**src/rtl/tt_dco_pi_ctrl.sv**
```systemverilog
// PI frequency-locking controller for a digitally controlled oscillator: counts DCO edges over
// a fixed reference window and steers a saturating 32-bit delay control word.
module tt_dco_pi_ctrl #(
  parameter int unsigned WINDOW_CYCLES = 256,
  parameter int unsigned SETTLE_CYCLES = 16,
  parameter int unsigned KP_SHIFT      = 4,
  parameter int unsigned KI_SHIFT      = 1,
  parameter int unsigned LOCK_TOL      = 2,
  parameter int unsigned LOCK_COUNT    = 4,
  parameter int          CTRL_INIT     = 0
) (
  input  logic               i_clk,
  input  logic               i_rst_n,
  input  logic               i_enable,
  input  logic               i_dco_clk,
  input  logic        [15:0] i_target,
  output logic               o_dco_enable,
  output logic signed [31:0] o_control,
  output logic               o_control_valid,
  output logic signed [16:0] o_error,
  output logic               o_locked
);

  typedef enum logic [2:0] {StIdle, StSettle, StMeasure, StCalc, StUpdate} state_e;

  localparam int unsigned LockW = $clog2(LOCK_COUNT + 2);
  localparam logic signed [33:0] SatMax = 34'sd2147483647;
  localparam logic signed [33:0] SatMin = -34'sd2147483648;
  localparam logic signed [17:0] TolPos = 18'(LOCK_TOL);

  state_e             state;
  logic               dco_s1, dco_s2, dco_s3;
  logic               dco_rise;
  logic        [31:0] cyc_cnt;
  logic        [15:0] edge_cnt;
  logic        [15:0] edge_inc;
  logic signed [31:0] integ;
  logic   [LockW-1:0] lock_cnt;

  logic signed [16:0] calc_err;
  logic signed [17:0] err_wide;
  logic               in_tol;
  logic signed [33:0] err_w, integ_w, integ_sum, ctrl_sum, integ_next_w;
  logic signed [31:0] integ_next, ctrl_next;

  function automatic logic signed [31:0] sat32(input logic signed [33:0] v);
    logic signed [31:0] r;
    if (v > SatMax) begin
      r = 32'sh7FFF_FFFF;
    end else if (v < SatMin) begin
      r = 32'sh8000_0000;
    end else begin
      r = v[31:0];
    end
    return r;
  endfunction

  assign dco_rise = dco_s2 & ~dco_s3;
  assign edge_inc = (dco_rise && edge_cnt != 16'hFFFF) ? 16'(edge_cnt + 16'd1) : edge_cnt;
  assign calc_err = {1'b0, edge_cnt} - {1'b0, i_target};

  always_comb begin
    err_w        = {{17{o_error[16]}}, o_error};
    integ_w      = {{2{integ[31]}}, integ};
    integ_sum    = integ_w + (err_w <<< KI_SHIFT);
    integ_next   = sat32(integ_sum);
    integ_next_w = {{2{integ_next[31]}}, integ_next};
    ctrl_sum     = integ_next_w + (err_w <<< KP_SHIFT);
    ctrl_next    = sat32(ctrl_sum);
    err_wide     = {o_error[16], o_error};
    in_tol       = (err_wide <= TolPos) && (err_wide >= -TolPos);
  end

  always_ff @(posedge i_clk) begin
    if (!i_rst_n) begin
      state           <= StIdle;
      dco_s1          <= 1'b0;
      dco_s2          <= 1'b0;
      dco_s3          <= 1'b0;
      cyc_cnt         <= '0;
      edge_cnt        <= '0;
      lock_cnt        <= '0;
      integ           <= CTRL_INIT;
      o_control       <= CTRL_INIT;
      o_control_valid <= 1'b0;
      o_error         <= '0;
      o_locked        <= 1'b0;
      o_dco_enable    <= 1'b0;
    end else begin
      dco_s1          <= i_dco_clk;
      dco_s2          <= dco_s1;
      dco_s3          <= dco_s2;
      o_control_valid <= 1'b0;
      if (state != StIdle && !i_enable) begin
        // Drop out immediately; integrator and control word are kept for a warm restart.
        state        <= StIdle;
        o_dco_enable <= 1'b0;
        o_locked     <= 1'b0;
        lock_cnt     <= '0;
        cyc_cnt      <= '0;
        edge_cnt     <= '0;
      end else begin
        unique case (state)
          StIdle: begin
            if (i_enable) begin
              state        <= StSettle;
              o_dco_enable <= 1'b1;
              cyc_cnt      <= '0;
            end
          end
          StSettle: begin
            if (cyc_cnt == 32'(SETTLE_CYCLES - 1)) begin
              state    <= StMeasure;
              cyc_cnt  <= '0;
              edge_cnt <= '0;
            end else begin
              cyc_cnt <= cyc_cnt + 32'd1;
            end
          end
          StMeasure: begin
            edge_cnt <= edge_inc;
            if (cyc_cnt == 32'(WINDOW_CYCLES - 1)) begin
              state   <= StCalc;
              cyc_cnt <= '0;
            end else begin
              cyc_cnt <= cyc_cnt + 32'd1;
            end
          end
          StCalc: begin
            o_error <= calc_err;
            state   <= StUpdate;
          end
          StUpdate: begin
            integ           <= integ_next;
            o_control       <= ctrl_next;
            o_control_valid <= 1'b1;
            state           <= StMeasure;
            edge_cnt        <= '0;
            if (in_tol) begin
              if (lock_cnt < LockW'(LOCK_COUNT)) lock_cnt <= lock_cnt + LockW'(1);
              if (lock_cnt >= LockW'(LOCK_COUNT - 1)) o_locked <= 1'b1;
            end else begin
              lock_cnt <= '0;
              o_locked <= 1'b0;
            end
          end
          default: state <= StIdle;
        endcase
      end
    end
  end

endmodule

```
**config.mk**
```make
export PLATFORM = sky130hd
export DESIGN_NAME = tt_dco_pi_ctrl
export DESIGN_NICKNAME = d
export VERILOG_FILES = /design/src/rtl/tt_dco_pi_ctrl.sv
export SDC_FILE = /design/constraint.sdc
export NUM_CORES = 1
export LEC_CHECK = 0
export CORE_UTILIZATION = 40
export DETAILED_ROUTE_END_ITERATION = 12
export PLACE_DENSITY = 0.68
export REMOVE_ABC_BUFFERS = 1
export SLEW_MARGIN = 20
export SYNTH_ARGS = -nofsm -noshare
export SYNTH_HDL_FRONTEND = slang
export SYNTH_SLANG_ARGS = --single-unit
```
**constraint.sdc**
```tcl
create_clock -name i_clk -period 6.4 [get_ports i_clk]
set_input_delay 1.28 -clock i_clk [delete_from_list [all_inputs] [get_ports i_clk]]
set_output_delay 1.28 -clock i_clk [all_outputs]
set_load 0.01 [all_outputs]
```
# Yosys cells after proc, flatten, opt, wreduce, memory -nomap -nowiden
# Cells that the tools add are included.
[word_totals] ff_bits=141 word_cells=81 out_inout_bits=52 in_bits=20
[classes] addsub=6 eq_ne=13 n_reduce_logical=17 n_bitwise=4 muxes=20 order_cmp=8
[ops] op="two-way mux 32 bit" n=7
[ops] op="one-hot mux 32 bit (3 select lines)" n=1
[ops] op="greater-than comparator 33 x 32 -> 1 bit (second input constant)" n=2
[ops] op="< comparator 33 x 32 -> 1 bit (second input constant)" n=2
[ops] op="one-hot mux 16 bit (3 select lines)" n=1
[ops] op="adder 32 x 18 -> 33 bit" n=1
[ops] op="adder 32 x 21 -> 33 bit" n=1
[ops] op="adder 32 x 1 -> 32 bit (second input constant)" n=1
[ops] op="equality test 32 x 4 -> 1 bit (second input constant)" n=1
[ops] op="equality test 32 x 8 -> 1 bit (second input constant)" n=1
[ops] op="two-way mux 16 bit" n=2
[ops] op="greater-or-equal comparator 17 x 2 -> 1 bit (second input constant)" n=1
[ops] op="less-or-equal comparator 17 x 3 -> 1 bit (second input constant)" n=1
[ops] op="subtractor 16 x 16 -> 17 bit" n=1
[ops] op="adder 16 x 1 -> 16 bit (second input constant)" n=1
[ops] op="!= test 16 bit (second input constant)" n=1
[ops] op="two-way mux 3 bit" n=5
[ops] op="one-hot mux 3 bit (5 select lines)" n=1
[ops] op="AND reduction 2 bit" n=6
[ops] op="nonzero test 3 bit" n=3
[ops] op="!= test 2 bit (second input constant)" n=4
[ops] op="equality test 3 x 2 -> 1 bit (second input constant)" n=2
[ops] op="AND reduction 3 bit" n=2
[ops] op="!= test 2 x 1 -> 1 bit (second input constant)" n=2
[ops] op="12 further kinds" n=18

# Longest topological paths before layout
[depth] depth_word=8 ltp_mapped=24 ltp_nobuf=21

# Least setup slack after synthesis
# Ideal clock, no wire load.
[synth_timing] path_type="reg2reg" from="register o_error[16]" to="register o_control[11]" setup_ns=0.122 slack_ns=0.306 path_stages_with_launch=23 required_time_ns=6.278 arrival_ns=5.972 path_buffers=2 cell_sequence="dfxtp_1 -> ha_1 -> and2_4 -> a221o_1 -> o31a_1 -> o41a_1 -> a21oi_2 -> o311ai_4 -> nand2_8 -> buf_6 -> o21ai_2 -> ha_1 -> fa_1 -> a211o_1 -> a211o_1 -> a31oi_1 -> o21a_1 -> nand4b_1 -> a311o_1 -> nand3_1 -> nor2_1 -> buf_2 -> a21oi_1"
[synth_between] elab_chain_cells=8 elab_cells_between_ends=10 cone_classes="add/sub (2); order compare (4); mux (4)"
[synth_lines] element="start: declaration" line_no="20" rtl="output logic signed [16:0] o_error,"
[synth_lines] element="start signal: assignment" line_no="130" rtl="o_error <= calc_err;"
[synth_lines] element="adder 32 x 18 -> 33 bit (*)" line_no="65" rtl="integ_sum = integ_w + (err_w <<< KI_SHIFT);"
[synth_lines] element="< comparator 33 x 32 -> 1 bit" line_no="50" rtl="end else if (v < SatMin) begin"
[synth_lines] element="two-way mux 32 bit" line_no="50"
[synth_lines] element="two-way mux 32 bit (*)" line_no="48" rtl="if (v > SatMax) begin"
[synth_lines] element="named net integ_next[4]" line_no="44" rtl="logic signed [31:0] integ_next, ctrl_next;"
[synth_lines] element="adder 32 x 21 -> 33 bit (*)" line_no="68" rtl="ctrl_sum = integ_next_w + (err_w <<< KP_SHIFT);"
[synth_lines] element="< comparator 33 x 32 -> 1 bit" line_no="50"
[synth_lines] element="two-way mux 32 bit" line_no="50"
[synth_lines] element="two-way mux 32 bit (*)" line_no="48"
[synth_lines] element="end signal: assignment" line_no="135" rtl="o_control <= ctrl_next;"
[synth_lines] element="end: declaration" line_no="18" rtl="output logic signed [31:0] o_control,"
# The timed path passes the listed nets; every way through them passes the cells marked *.
# A chain may end at the register's enable or synchronous reset.

# Worst setup path in the final report
[layout_timing] from="register o_error[0]" to="register o_control[3]"
# Same word-level chain as after synthesis.

==> out/results.tsv <==
metric	value	unit
num-fill-cells	2351	
setup.worst_path.start_class	register	
final_nets	1407	
worst_r2r_path_depth	21	
grt_antenna_before_repair	1	
yosysWarnings	0	
buffer_ports.inserted	71	
antennaDiodeCount	0	
drt_iter0_drc	548	
critPathCapture	o_control[3]	
worst_hold_check_slack	0.444	ns
maximum_frequency_from_static_timing_analysis	167	MHz
drcViolationCount	0	
groute.usage.overall	22.7	%
area.growth.synth_to_final	18.9	%
vdd_drop_max	0.191	mV
criticalPathCategory	reg -> reg	
hp-class	reg -> reg	
drt.antenna.violating_nets	0	
tritoncts	built	
place.gp.congestion	0.916	
run_status	finished clean	
power-per-cell-area	185	nW/um^2
wire_length_on_met2	12300	um
synth_top_flop_cell	sky130_fd_sc_hd__dfxtp_1	
cts_max_path_buffers	2	
postLayoutCellArea	11600	um^2
final_period_demand_of_the_worst_path	5.99	ns
die-height	158	um
maxCapViolCount	0	
cts_inserted_buffers	17	
rr_endpoint	o_control[3]	
worst_clock_skew	0.0124	ns
worst_ep_required_time	6.74	ns
place_area	10900	um^2
insertion_delay	0.44	ns
clock_tree.root_cell	sky130_fd_sc_hd__clkbuf_16	
cts_max_level	4	
count_of_cell_types_in_the_netlist	80	
yosys_reg_bits	141	
synth_top_cell_by_area	sky130_fd_sc_hd__dfxtp_1	
grt-ovfl-total	0	
ys_seq_area_share	28.9	%
syn-instance-count	1221	
met3WireLength	1680	um
route.vias.total	9144	
cp-startpoint	o_error[0]	
routed_wl	27100	um
synth.most_common_cell	sky130_fd_sc_hd__dfxtp_1	
detail_route.wl_per_cell	16.6	um
initial_utilization	41.2	%
route.detailed.vias_per_inst	5.59	
end_kind	register	
synth.avg_cell_area	7.99	um^2
synth_top_area_share	28.9	%
critical_path.max_fanout	12	
cells_taking_the_most_area_after_synthesis	sky130_fd_sc_hd__dfxtp_1 29%, sky130_fd_sc_hd__ha_1 10%, sky130_fd_sc_hd__a21oi_1 5.7%, sky130_fd_sc_hd__nand2_1 4.8%, sky130_fd_sc_hd__nor2_1 4.7%	
layout_worst_path_cycle_share	93.6	%
slew_headroom	39.3	%
fp.dieArea	25000	um^2
pin_count	72	
core_area	23700	um^2
topRoutingLayerUsed	met5	
chipWidth	158	um
setup_viol_count_final	0	
report.final.slew_viol_count	0	
synth_async_sr_flop_share	0	%
regToRegStartpoint	o_error[0]	
netlist_top_cells_count	141 x sky130_fd_sc_hd__dfxtp_1, 124 x sky130_fd_sc_hd__nand2_1, 123 x sky130_fd_sc_hd__nor2_1, 111 x sky130_fd_sc_hd__a21oi_1, 80 x sky130_fd_sc_hd__o21ai_0	
grt_pass1_vias	8751	
mappedNetlistArea	9760	um^2
total_leakage_power	0.00484	uW
hpwl	20600	um
endpoints_failing_hold	0	
worst_pin_slew	0.905	ns
synth_edf_count	0	
cts_sinks	141	
placement_rows	56	
metal_1_wl	12600	um
tritonroute_pass_1_iters	5	
rrSetupSlack	0.41	ns
path_clk_slew	0.07	ns
post_route_cells_drive_above_1_share	8.65	%
grt_pass1_wl	44500	um
total_power	2140	uW
grt_start_max_net_pins	46	
crit_arrival	6.34	ns
[critical path, cell delays in order, from the launching register on]
cell and delay (ns):
sky130_fd_sc_hd__dfxtp_1 0.32, sky130_fd_sc_hd__ha_1 0.24, sky130_fd_sc_hd__fa_1 0.43, sky130_fd_sc_hd__a211oi_1 0.25, sky130_fd_sc_hd__nor2_1 0.12, sky130_fd_sc_hd__o31ai_1 0.37, sky130_fd_sc_hd__a21oi_1 0.21, sky130_fd_sc_hd__a2111o_1 0.45
sky130_fd_sc_hd__o311ai_4 0.22, sky130_fd_sc_hd__nand2_8 0.17, sky130_fd_sc_hd__a21oi_2 0.25, sky130_fd_sc_hd__ha_1 0.33, sky130_fd_sc_hd__a2111oi_0 0.65, sky130_fd_sc_hd__a211oi_1 0.10, sky130_fd_sc_hd__o21ai_0 0.18, sky130_fd_sc_hd__a31oi_1 0.09
sky130_fd_sc_hd__a221o_1 0.42, sky130_fd_sc_hd__a311o_1 0.29, sky130_fd_sc_hd__nand3_1 0.29, sky130_fd_sc_hd__nor2_2 0.07, sky130_fd_sc_hd__buf_4 0.20, sky130_fd_sc_hd__a311oi_1 0.26
[registers in the layout, indices dropped and copies added, names as in the netlist]
name             count
o_control           32
lock_cnt             3
o_control_valid      1
integ               32
o_dco_enable         1
state                3
cyc_cnt             32
dco_s3               1
dco_s1               1
o_error             17
dco_s2               1
o_locked             1
edge_cnt            16
[cell families after synthesis]
| group | after synthesis | synth area share [%] |
|---|---|---|
| buffers and inverters | 82 | 3.49 |
| adders and majority gates | 86 | 11.2 |
| AOI/OAI and AO/OA | 385 | 26.0 |
| muxes | 5 | 0.526 |
| xor gates and xnor gates | 94 | 8.44 |
| DFF | 141 | 28.9 |
| and+or+nand+nor | 428 | 21.4 |
[per-layer routing]
metal / vias to the layer above / track usage (%)
met2: 260 / 36.0
li1: 4603 / -
met5: - / 0
met1: 4235 / 30.8
met4: 2 / 6.68
met3: 44 / 4.74
[worst min path at each step]
| stage | start | end | slack [ns] | cells after the start |
|---|---|---|---|---|
| after floorplan | dco_s1 | dco_s2 | 0.41 | 1 |
| after global placement | dco_s1 | dco_s2 | 0.42 | 1 |
| after detailed placement | dco_s1 | dco_s2 | 0.43 | 1 |
| after CTS | dco_s1 | dco_s2 | 0.45 | 1 |
| after global routing | o_control[6] | o_control[6] | 0.47 | 2 |
| final | dco_s1 | dco_s2 | 0.44 | 1 |
[metrics by stage]
stage	instances	setup WS, ns	util, %	TNS, ns
after global routing	1637	-0.0191	49.0	-0.0191
after CTS	1632	0.0639	48.7	0
final	1637	0.407	49.0	0
after detailed placement	1600	0.199	46.2	0
after floorplan	1175	-0.323	-	-6.39
after global placement	1600	0.340	46.2	0
[layout by cell type, fill, tap and decap left out, types with 22 or more instances in the layout]
cell	instances
sky130_fd_sc_hd__dfxtp_1	141
sky130_fd_sc_hd__nand2_1	124
sky130_fd_sc_hd__nor2_1	120
sky130_fd_sc_hd__a21oi_1	111
sky130_fd_sc_hd__o21ai_0	80
sky130_fd_sc_hd__ha_1	79
sky130_fd_sc_hd__clkdlybuf4s50_1	71
sky130_fd_sc_hd__xor2_1	49
sky130_fd_sc_hd__xnor2_1	45
sky130_fd_sc_hd__buf_4	39
sky130_fd_sc_hd__inv_1	36
sky130_fd_sc_hd__nand3_1	32
sky130_fd_sc_hd__a21o_1	28
sky130_fd_sc_hd__and3_1	22
sky130_fd_sc_hd__a211oi_1	22
[report_power, final]
group / internal [uW] / leakage [uW] / total [uW] / switching [uW]
clock network: 608 / 0.000279 / 1010 / 407
logic: 86.7 / 0.00342 / 226 / 140
registers: 886 / 0.00114 / 899 / 12.4
total: 1580 / 0.00484 / 2140 / 559
[area by class of cell]
type	count	area [um^2]	share of cell area [%]
multi-input combinational	998	6610	57.0
tap	319	399	3.44
inverter	36	135	1.17
sequential	141	2820	24.3
clock buffer	21	470	4.06
clock inverter	11	133	1.14
timing repair buffer	111	1020	8.83
[timing repair]
item                       4_1_cts  5_1_grt
resized for setup                0        1
buffers inserted                 0        5
setup endpoints to repair        0       31
hold buffers                     0        0
Power figures use the tool's default switching activity.
